`src/rtl/dilithium_pkg.sv`:
```
// Shared Dilithium constants and the tagged coefficient beat carried by the matrix/vector readers.
package dilithium_pkg;

  localparam int K               = 8;
  localparam int L               = 7;
  localparam int N               = 256;
  localparam int COEFF_WIDTH     = 24;
  localparam int Q               = 8380417;
  localparam int MATA_ADDR_WIDTH = $clog2(K * L * N);
  localparam int N_WIDTH         = $clog2(N);

  typedef enum logic [1:0] {
    IDLE,
    ISSUE,
    DRAIN
  } reader_state_t;

  typedef struct packed {
    logic [COEFF_WIDTH-1:0] coeff;
    logic [3:0]             k;
    logic [3:0]             l;
    logic [N_WIDTH-1:0]     n;
    logic                   poly_last;
    logic                   last;
  } beat_t;

  // Row base address k*L*N without a multiplier: L*N = 1792 = 2048 - 256.
  function automatic logic [MATA_ADDR_WIDTH-1:0] row_base(input logic [3:0] k);
    logic [MATA_ADDR_WIDTH:0] diff;
    diff = {k, 11'b0} - {3'b0, k, 8'b0};
    return diff[MATA_ADDR_WIDTH-1:0];
  endfunction

endpackage

```
`src/rtl/coeff_skid_fifo.sv`:
```
// Two-deep FIFO of tagged beats; absorbs the RAM read latency so the stream can run at full rate.
module coeff_skid_fifo
  import dilithium_pkg::*;
(
  input  logic       clk,
  input  logic       rst,
  input  logic       push,
  input  logic       pop,
  input  beat_t      wr_data,
  output beat_t      rd_data,
  output logic       full,
  output logic       empty,
  output logic [1:0] count
);

  beat_t mem [2];
  logic  wr_ptr;
  logic  rd_ptr;
  logic  do_push;
  logic  do_pop;

  assign do_pop  = pop && !empty;
  assign do_push = push && (!full || do_pop);

  always_ff @(posedge clk) begin
    if (rst) begin
      mem[0] <= '0;
      mem[1] <= '0;
      wr_ptr <= 1'b0;
      rd_ptr <= 1'b0;
      count  <= 2'd0;
    end else begin
      if (do_push) begin
        mem[wr_ptr] <= wr_data;
        wr_ptr      <= ~wr_ptr;
      end
      if (do_pop) begin
        rd_ptr <= ~rd_ptr;
      end
      case ({do_push, do_pop})
        2'b10:   count <= count + 2'd1;
        2'b01:   count <= count - 2'd1;
        default: count <= count;
      endcase
    end
  end

  assign rd_data = mem[rd_ptr];
  assign full    = (count == 2'd2);
  assign empty   = (count == 2'd0);

endmodule

```
`src/rtl/mata_reader.sv`:
```
// Streams matrix A out of port b of the matA RAM as tagged coefficients, whole matrix or one row.
module mata_reader
  import dilithium_pkg::*;
(
  input  logic                       clk,
  input  logic                       rst,
  input  logic                       start,
  input  logic                       row_mode,
  input  logic [3:0]                 row_k,
  output logic                       busy,
  output logic                       done,
  output logic                       we_b,
  output logic [MATA_ADDR_WIDTH-1:0] addr_b,
  output logic [COEFF_WIDTH-1:0]     din_b,
  input  logic [COEFF_WIDTH-1:0]     dout_b,
  output logic [COEFF_WIDTH-1:0]     coeff_out,
  output logic [3:0]                 k_out,
  output logic [3:0]                 l_out,
  output logic [N_WIDTH-1:0]         n_out,
  output logic                       poly_last,
  output logic                       last,
  output logic                       out_valid,
  input  logic                       out_ready
);

  reader_state_t      state;
  logic               mode_row;
  logic [3:0]         k_cnt;
  logic [3:0]         l_cnt;
  logic [N_WIDTH-1:0] n_cnt;

  logic               rd_valid;
  logic [3:0]         rd_k;
  logic [3:0]         rd_l;
  logic [N_WIDTH-1:0] rd_n;
  logic               rd_poly_last;
  logic               rd_last;

  logic       fifo_push;
  logic       fifo_pop;
  logic       fifo_full;
  logic       fifo_empty;
  logic [1:0] fifo_count;
  beat_t      fifo_in;
  beat_t      head;

  logic       n_wrap;
  logic       l_wrap;
  logic       is_final;
  logic [2:0] occupancy;
  logic       can_issue;

  assign n_wrap    = (n_cnt == N_WIDTH'(N - 1));
  assign l_wrap    = (l_cnt == 4'(L - 1));
  assign is_final  = n_wrap && l_wrap && (mode_row || (k_cnt == 4'(K - 1)));
  assign occupancy = {1'b0, fifo_count} + {2'b0, rd_valid};
  // A pop in the same cycle frees a slot, which keeps the stream at one beat per cycle.
  assign can_issue = (state == ISSUE) && ((occupancy < 3'd2) || fifo_pop);

  assign fifo_push = rd_valid;
  assign fifo_pop  = out_valid && out_ready;
  assign fifo_in   = '{coeff: dout_b, k: rd_k, l: rd_l, n: rd_n,
                       poly_last: rd_poly_last, last: rd_last};

  always_ff @(posedge clk) begin
    if (rst) begin
      state        <= IDLE;
      busy         <= 1'b0;
      done         <= 1'b0;
      addr_b       <= '0;
      mode_row     <= 1'b0;
      k_cnt        <= '0;
      l_cnt        <= '0;
      n_cnt        <= '0;
      rd_valid     <= 1'b0;
      rd_k         <= '0;
      rd_l         <= '0;
      rd_n         <= '0;
      rd_poly_last <= 1'b0;
      rd_last      <= 1'b0;
    end else begin
      done     <= 1'b0;
      rd_valid <= can_issue;
      case (state)
        IDLE: begin
          if (start && !(row_mode && (row_k >= 4'(K)))) begin
            state    <= ISSUE;
            busy     <= 1'b1;
            mode_row <= row_mode;
            addr_b   <= row_mode ? row_base(row_k) : '0;
            k_cnt    <= row_mode ? row_k : 4'd0;
            l_cnt    <= '0;
            n_cnt    <= '0;
          end
        end
        ISSUE: begin
          if (can_issue) begin
            rd_k         <= k_cnt;
            rd_l         <= l_cnt;
            rd_n         <= n_cnt;
            rd_poly_last <= n_wrap;
            rd_last      <= is_final;
            // The final address is left on addr_b; nothing reads it again.
            if (is_final) begin
              state <= DRAIN;
            end else begin
              addr_b <= addr_b + 1'b1;
              n_cnt  <= n_cnt + 1'b1;
              if (n_wrap) begin
                l_cnt <= l_wrap ? 4'd0 : l_cnt + 4'd1;
                if (l_wrap) begin
                  k_cnt <= k_cnt + 4'd1;
                end
              end
            end
          end
        end
        DRAIN: begin
          if (fifo_pop && head.last) begin
            state <= IDLE;
            busy  <= 1'b0;
            done  <= 1'b1;
          end
        end
        default: state <= IDLE;
      endcase
    end
  end

  coeff_skid_fifo u_fifo (
    .clk     (clk),
    .rst     (rst),
    .push    (fifo_push),
    .pop     (fifo_pop),
    .wr_data (fifo_in),
    .rd_data (head),
    .full    (fifo_full),
    .empty   (fifo_empty),
    .count   (fifo_count)
  );

  assign out_valid = !fifo_empty;
  assign coeff_out = head.coeff;
  assign k_out     = head.k;
  assign l_out     = head.l;
  assign n_out     = head.n;
  assign poly_last = head.poly_last;
  assign last      = head.last;
  assign we_b      = 1'b0;
  assign din_b     = '0;

endmodule

```
`config.mk`:
```
export PLATFORM = sky130hd
export DESIGN_NAME = mata_reader
export DESIGN_NICKNAME = d
export VERILOG_FILES = /design/src/rtl/dilithium_pkg.sv /design/src/rtl/coeff_skid_fifo.sv /design/src/rtl/mata_reader.sv
export SDC_FILE = /design/constraint.sdc
export NUM_CORES = 1
export LEC_CHECK = 0
export BUFFER_PORTS_ARGS = -buffer_cell sky130_fd_sc_hd__buf_4
export CORE_MARGIN = 2
export CORE_UTILIZATION = 45
export DETAILED_ROUTE_END_ITERATION = 16
export PLACE_DENSITY = 0.7
export SLEW_MARGIN = 20
export SYNTH_ARGS = -nofsm -noshare
export SYNTH_HDL_FRONTEND = slang
export SYNTH_SLANG_ARGS = --single-unit
```
`constraint.sdc`:
```
create_clock -name clk -period 5.1 [get_ports clk]
set_input_delay 0.255 -clock clk [delete_from_list [all_inputs] [get_ports clk]]
set_output_delay 0.255 -clock clk [all_outputs]
set_load 0.02 [all_outputs]
```
# Word level (Yosys, flattened, before mapping)

Memories as Yosys holds them, arrays and structs flattened. A register that Yosys moved wholly into a read port is not among the register bits.
Cells that the tools add are included.

Add/sub/neg operators: 8
Eq/ne operators: 15
Bitwise gates (word level): 3
Div/mod/pow operators: 0
$lt $le $gt $ge: 2
Shift-type cells: 0
Reductions and logical operators: 29
Multipliers: 0
Multiplexer cells: 42

Operators with widths:

| kind                                                 | number |
|---|---|
| 2-to-1 mux 14 bit                                    | 4 |
| 2-to-1 mux 4 bit                                     | 11 |
| 2-to-1 mux 42 bit                                    | 1 |
| OR reduction 42 bit                                  | 1 |
| one-hot mux 14 bit (2 select lines)                  | 1 |
| 2-to-1 mux 8 bit                                     | 3 |
| one-hot mux 4 bit (2 select lines)                   | 2 |
| one-hot mux 8 bit (2 select lines)                   | 1 |
| adder 14 x 1 -> 14 bit (second input constant)       | 1 |
| != test 2 bit (second input constant)                | 7 |
| subtractor 14 x 12 -> 14 bit                         | 1 |
| 2-to-1 mux 1 bit                                     | 12 |
| logical AND 1 bit                                    | 9 |
| adder 4 x 1 -> 4 bit (second input constant)         | 2 |
| adder 8 x 1 -> 8 bit (second input constant)         | 1 |
| equality test 4 x 3 -> 1 bit (second input constant) | 2 |
| equality test 8 bit (second input constant)          | 1 |
| 2-to-1 mux 2 bit                                     | 4 |
| AND reduction 4 bit                                  | 2 |
| equality test 2 bit (second input constant)          | 3 |
| one-hot mux 2 bit (3 select lines)                   | 1 |
| AND reduction 6 bit                                  | 1 |
| nonzero test 2 bit                                   | 3 |
| AND reduction 5 bit                                  | 1 |
| other kinds (15)                                     | 24 |

RAM bits: 84
Output and inout bits: 84
Register bits: 58
Bits in latches: 0
Bits of input ports: 33
Memories kept: 1
Memory bits (read-only): 0
Logic and storage cells: 117

Memories:

| memory     | words | width | read ports | clocked after Yosys merged registers in | write ports | line                  | RTL |
|---|---|---|---|---|---|---|---|
| u_fifo.mem | 2     | 42    | 1          | 1                                       | 2           | coeff_skid_fifo.sv:16 | `beat_t mem [2];` |

# Logic depth before layout (Yosys ltp)

Depth after elaboration: 11
Mapped depth: 9
Depth with buffers taken out: 7

# Hierarchy

Synthesis repeated with hierarchy kept, for this count alone.

Cell total of the unflattened synthesis: 621
Area total of the unflattened synthesis: 6797.8 µm²

By module, submodules not included:

| module          | seq. area each (µm²) | cells an instance | area each (µm²) | times used |
|---|---|---|---|---|
| coeff_skid_fifo | 2622.5               | 250               | 3898.7          | 1 |
| mata_reader     | 1081.0               | 371               | 2899.0          | 1 |

# Least setup slack after synthesis

No wires, ideal clock.

Path type: flip-flop to flip-flop
Start: register u_fifo.count[0]
End: memory u_fifo.mem[0][0] (netlist name) (enable)
Arrival: 3.532 ns
Path buffers: 0
Library setup time: 0.500 ns
Cell stages (with the launch flop): 3
Data required time: 4.600 ns
Period minus slack after synthesis: 4.032 ns
Path slack: 1.068 ns
Cell sequence: dfxtp_1 > o31ai_2 > o21ai_0

RTL lines:

| element                | line                  | RTL |
|---|---|---|
| start, declared        | coeff_skid_fifo.sv:13 | `output logic [1:0] count` |
| start signal, assigned | coeff_skid_fifo.sv:41 | `2'b10: count <= count + 2'd1;` |
| start signal, assigned | coeff_skid_fifo.sv:42 | `2'b01: count <= count - 2'd1;` |
| start signal, assigned | coeff_skid_fifo.sv:43 | `default: count <= count;` |
| end, declared          | coeff_skid_fifo.sv:16 |  |

==> impl_metrics.yaml <==
outcome:
  status: "finished clean"
run:
  cap_violations: 0
route:
  drt-pass1-iter-count: 5
  ant_nets: 0
  vias: 4643
  drt-total-wl_mm: 13.4
  wl_per_cell_um: 15.1
  route.detailed.drc: 0
  viasPerCell: 5.23
  drt_iter0_markers: 341
sta:
  report.final.slew_viol_count: 0
  finalSetupViolations: 0
  tns_ns: 0
  finalCritPeriodShare_pct: 47.4
  fmaxAchievable_ghz: 0.413
  relSlewSlack_pct: 32.1
  period_minus_slack_ns: 2.42
  skew_ns: 0.00757
  hold_viol_final: 0
  rsz0062_at_grt: "no"
  tightest_slew_ns: 1.02
layout:
  multi_input_area_um2: 2710
  nNetsFinal: 731
  area_delta_synth_final_pct: 18.9
  layout-drive-gt1-share_pct: 26.6
  seq_area_um2: 3700
  n_antenna_cell: 0
  fillers: 1264
power_and_ir_drop:
  ir_drop_uv: 195
  leakagePower_nw: 3.14
  power.density_nw_per_um2: 369
  p_total_mw: 2.94
yosys:
  yosys.area.top_type: "edfxtp_1"
  synth.most_common_cell: "and2_1"
  yosys_warnings: 0
  synth_common_cells: "88 x and2_1, 84 x edfxtp_1, 59 x dfxtp_1, 58 x nand2_1, 42 x mux2_2"
  yosysSeqAreaShare_pct: 55.3
  synth_ff_type: "edfxtp_1"
  yosys-top-cells-area: "edfxtp_1 38%, dfxtp_1 18%, and2_1 8.2%, mux2_2 7.1%, nand2_1 3.3%"
  synth_cell_types: 58
  async_flop_share_pct: 0
  synth_top_area_share_pct: 37.7
  syn_area_um2: 6700
  synthCells: 612
  yosys_register_bits: 143
  synth.avg_cell_area_um2: 10.9
  synth_edf_count: 84
grt:
  grt_pass1_vias: 4623
  gr-total-overflow: 0
  grt_pass1_wl_mm: 22.1
  grt_max_degree: 57
  antenna_found_initial: 0
  track_usage_pct: 17.1
min_path:
  hold_class: "in2reg"
  min-delay-start: "dout_b[0]"
floorplanning:
  core_region_area_um2: 14500
  die-area_um2: 15900
  start_util_pct: 46.1
  num_rows: 44
  fp.dieW_um: 126
  ioPinCount: 117
  fp.dieH_um: 126
worst_setup_path:
  crit_start: "u_fifo.count[1]"
  worstPathArrival_ns: 2.44
  required_ns: 5.12
  critPathMaxFanout: 43
  crit_path_end_kind: "register"
  r2r_start: "u_fifo.count[1]"
  start_kind: "register"
  critPathKind: "reg2reg"
placed_design:
  portBuffers: 91
  dpl.hpwl_mm: 8.79
  routabilityCongestion: 0.802
clock_network:
  clk_pin_slew_worst_paths_ns: 0.06
  cts_tree: "done"
  clkSinkCount: 143
  root_buffer: "clkbuf_16"
  clkLatencyLatePin_ns: 0.41
  ctsHtreeMaxLevel: 4
  clockBufferDepth: 2
  ctsHoldBuffers: 0
  post_cts_buffers: 0
  ctsResizeCount: 0
  cts_buffers: 17
-- sequential cells by signal, summed over array words and instances (netlist names), named ones only --
name and count:
u_fifo.mem 84, fifo_push 1, addr_b 14, u_fifo.count 2, rd_last 1, u_fifo.rd_ptr 1, l_cnt 4, u_fifo.wr_ptr 1
k_cnt 4, done 1, rd_k 4, rd_n 8, n_cnt 8, rd_poly_last 1, state 2, rd_l 4
mode_row 1, busy 1
-- worst paths after layout --
check / endpoint / slack (ns) / cells after the start
hold reg to reg: rd_last / 0.47 / 2
setup / recovery: u_fifo.mem[1][12] / 2.68 / 5
setup reg to reg: u_fifo.mem[1][12] / 2.68 / 5
hold / removal: u_fifo.mem[0][18] / 0.13 / 2
-- routing by layer --
metal / global-route usage, % / up-vias / share of wire, %
met3: 4.08 / 4 / 4.7
met2: 29.9 / 122 / 50
met1: 20.8 / 2226 / 45
met5: 0 / - / 0
li1: - / 2291 / -
met4: 5.75 / 0 / 0.48
-- critical path: stages, from the launching register on --
cell	delay [ns]
dfxtp_1	0.36
inv_1	0.07
o31ai_2	0.54
nor3b_2	0.09
buf_4	0.26
or2_2	0.69
-- area by class of cell --
type	count	share of cell area [%]
clock buffer	18	5.39
clock inverter	14	1.68
inverter	12	0.566
multi-input combinational	421	34.0
sequential	143	46.5
tap	184	2.89
timing repair buffer	95	8.95
-- layout by cell type, fill, tap and decap left out, types with 3 or more instances in the layout --
cell	n
nor4_1	4
nand2_1	58
nor2_1	21
xor2_1	4
a31oi_1	6
and2_1	88
a21o_1	6
o21ai_0	22
mux2_2	42
clkbuf_16	17
o211ai_1	3
clkinvlp_4	4
clkinv_4	3
nand3_1	17
o31ai_1	4
a31o_2	3
nor3b_1	3
inv_6	3
ha_1	8
xnor2_1	3
or3_1	3
a21oi_1	40
inv_1	12
or2_2	5
nor3_1	8
conb_1	25
edfxtp_1	84
dfxtp_1	58
and3_1	4
nand4_1	5
o21a_1	3
buf_4	95
-- logic make-up (layout without fill, tap and decap cells) --
logic type	after synthesis	count (layout)	share of synthesized area (%)
AOI/OAI and AO/OA	110	110	10.6
xor gates and xnor gates	7	7	0.915
adders and majority gates	8	8	1.49
buffers and inverters	72	139	5.92
DFF	143	143	55.3
muxes	44	44	7.36
other	1	25	0.0560
and+or+nand+nor	227	227	18.4
-- per-stage QoR --
stage	worst slack [ns]	utilization [%]	hold WS, ns	area [µm²]	instances
floorplan	1.07	-	0.440	6790	636
CTS	2.63	54.8	0.112	7970	887
detailed placement	2.63	50.9	0.462	7400	855
finish	2.68	54.8	0.131	7970	887
global route	2.47	54.8	0.112	7970	887
global placement	2.66	50.9	0.452	7400	855
-- power by group --
group          internal [mW]  switching [mW]  total [mW]  leakage, nW
combinational          0.197           0.246       0.443         1.53
clock                  0.678           0.489        1.17        0.265
sequential              1.27          0.0563        1.33         1.35
(Power assumes the default switching activity.)
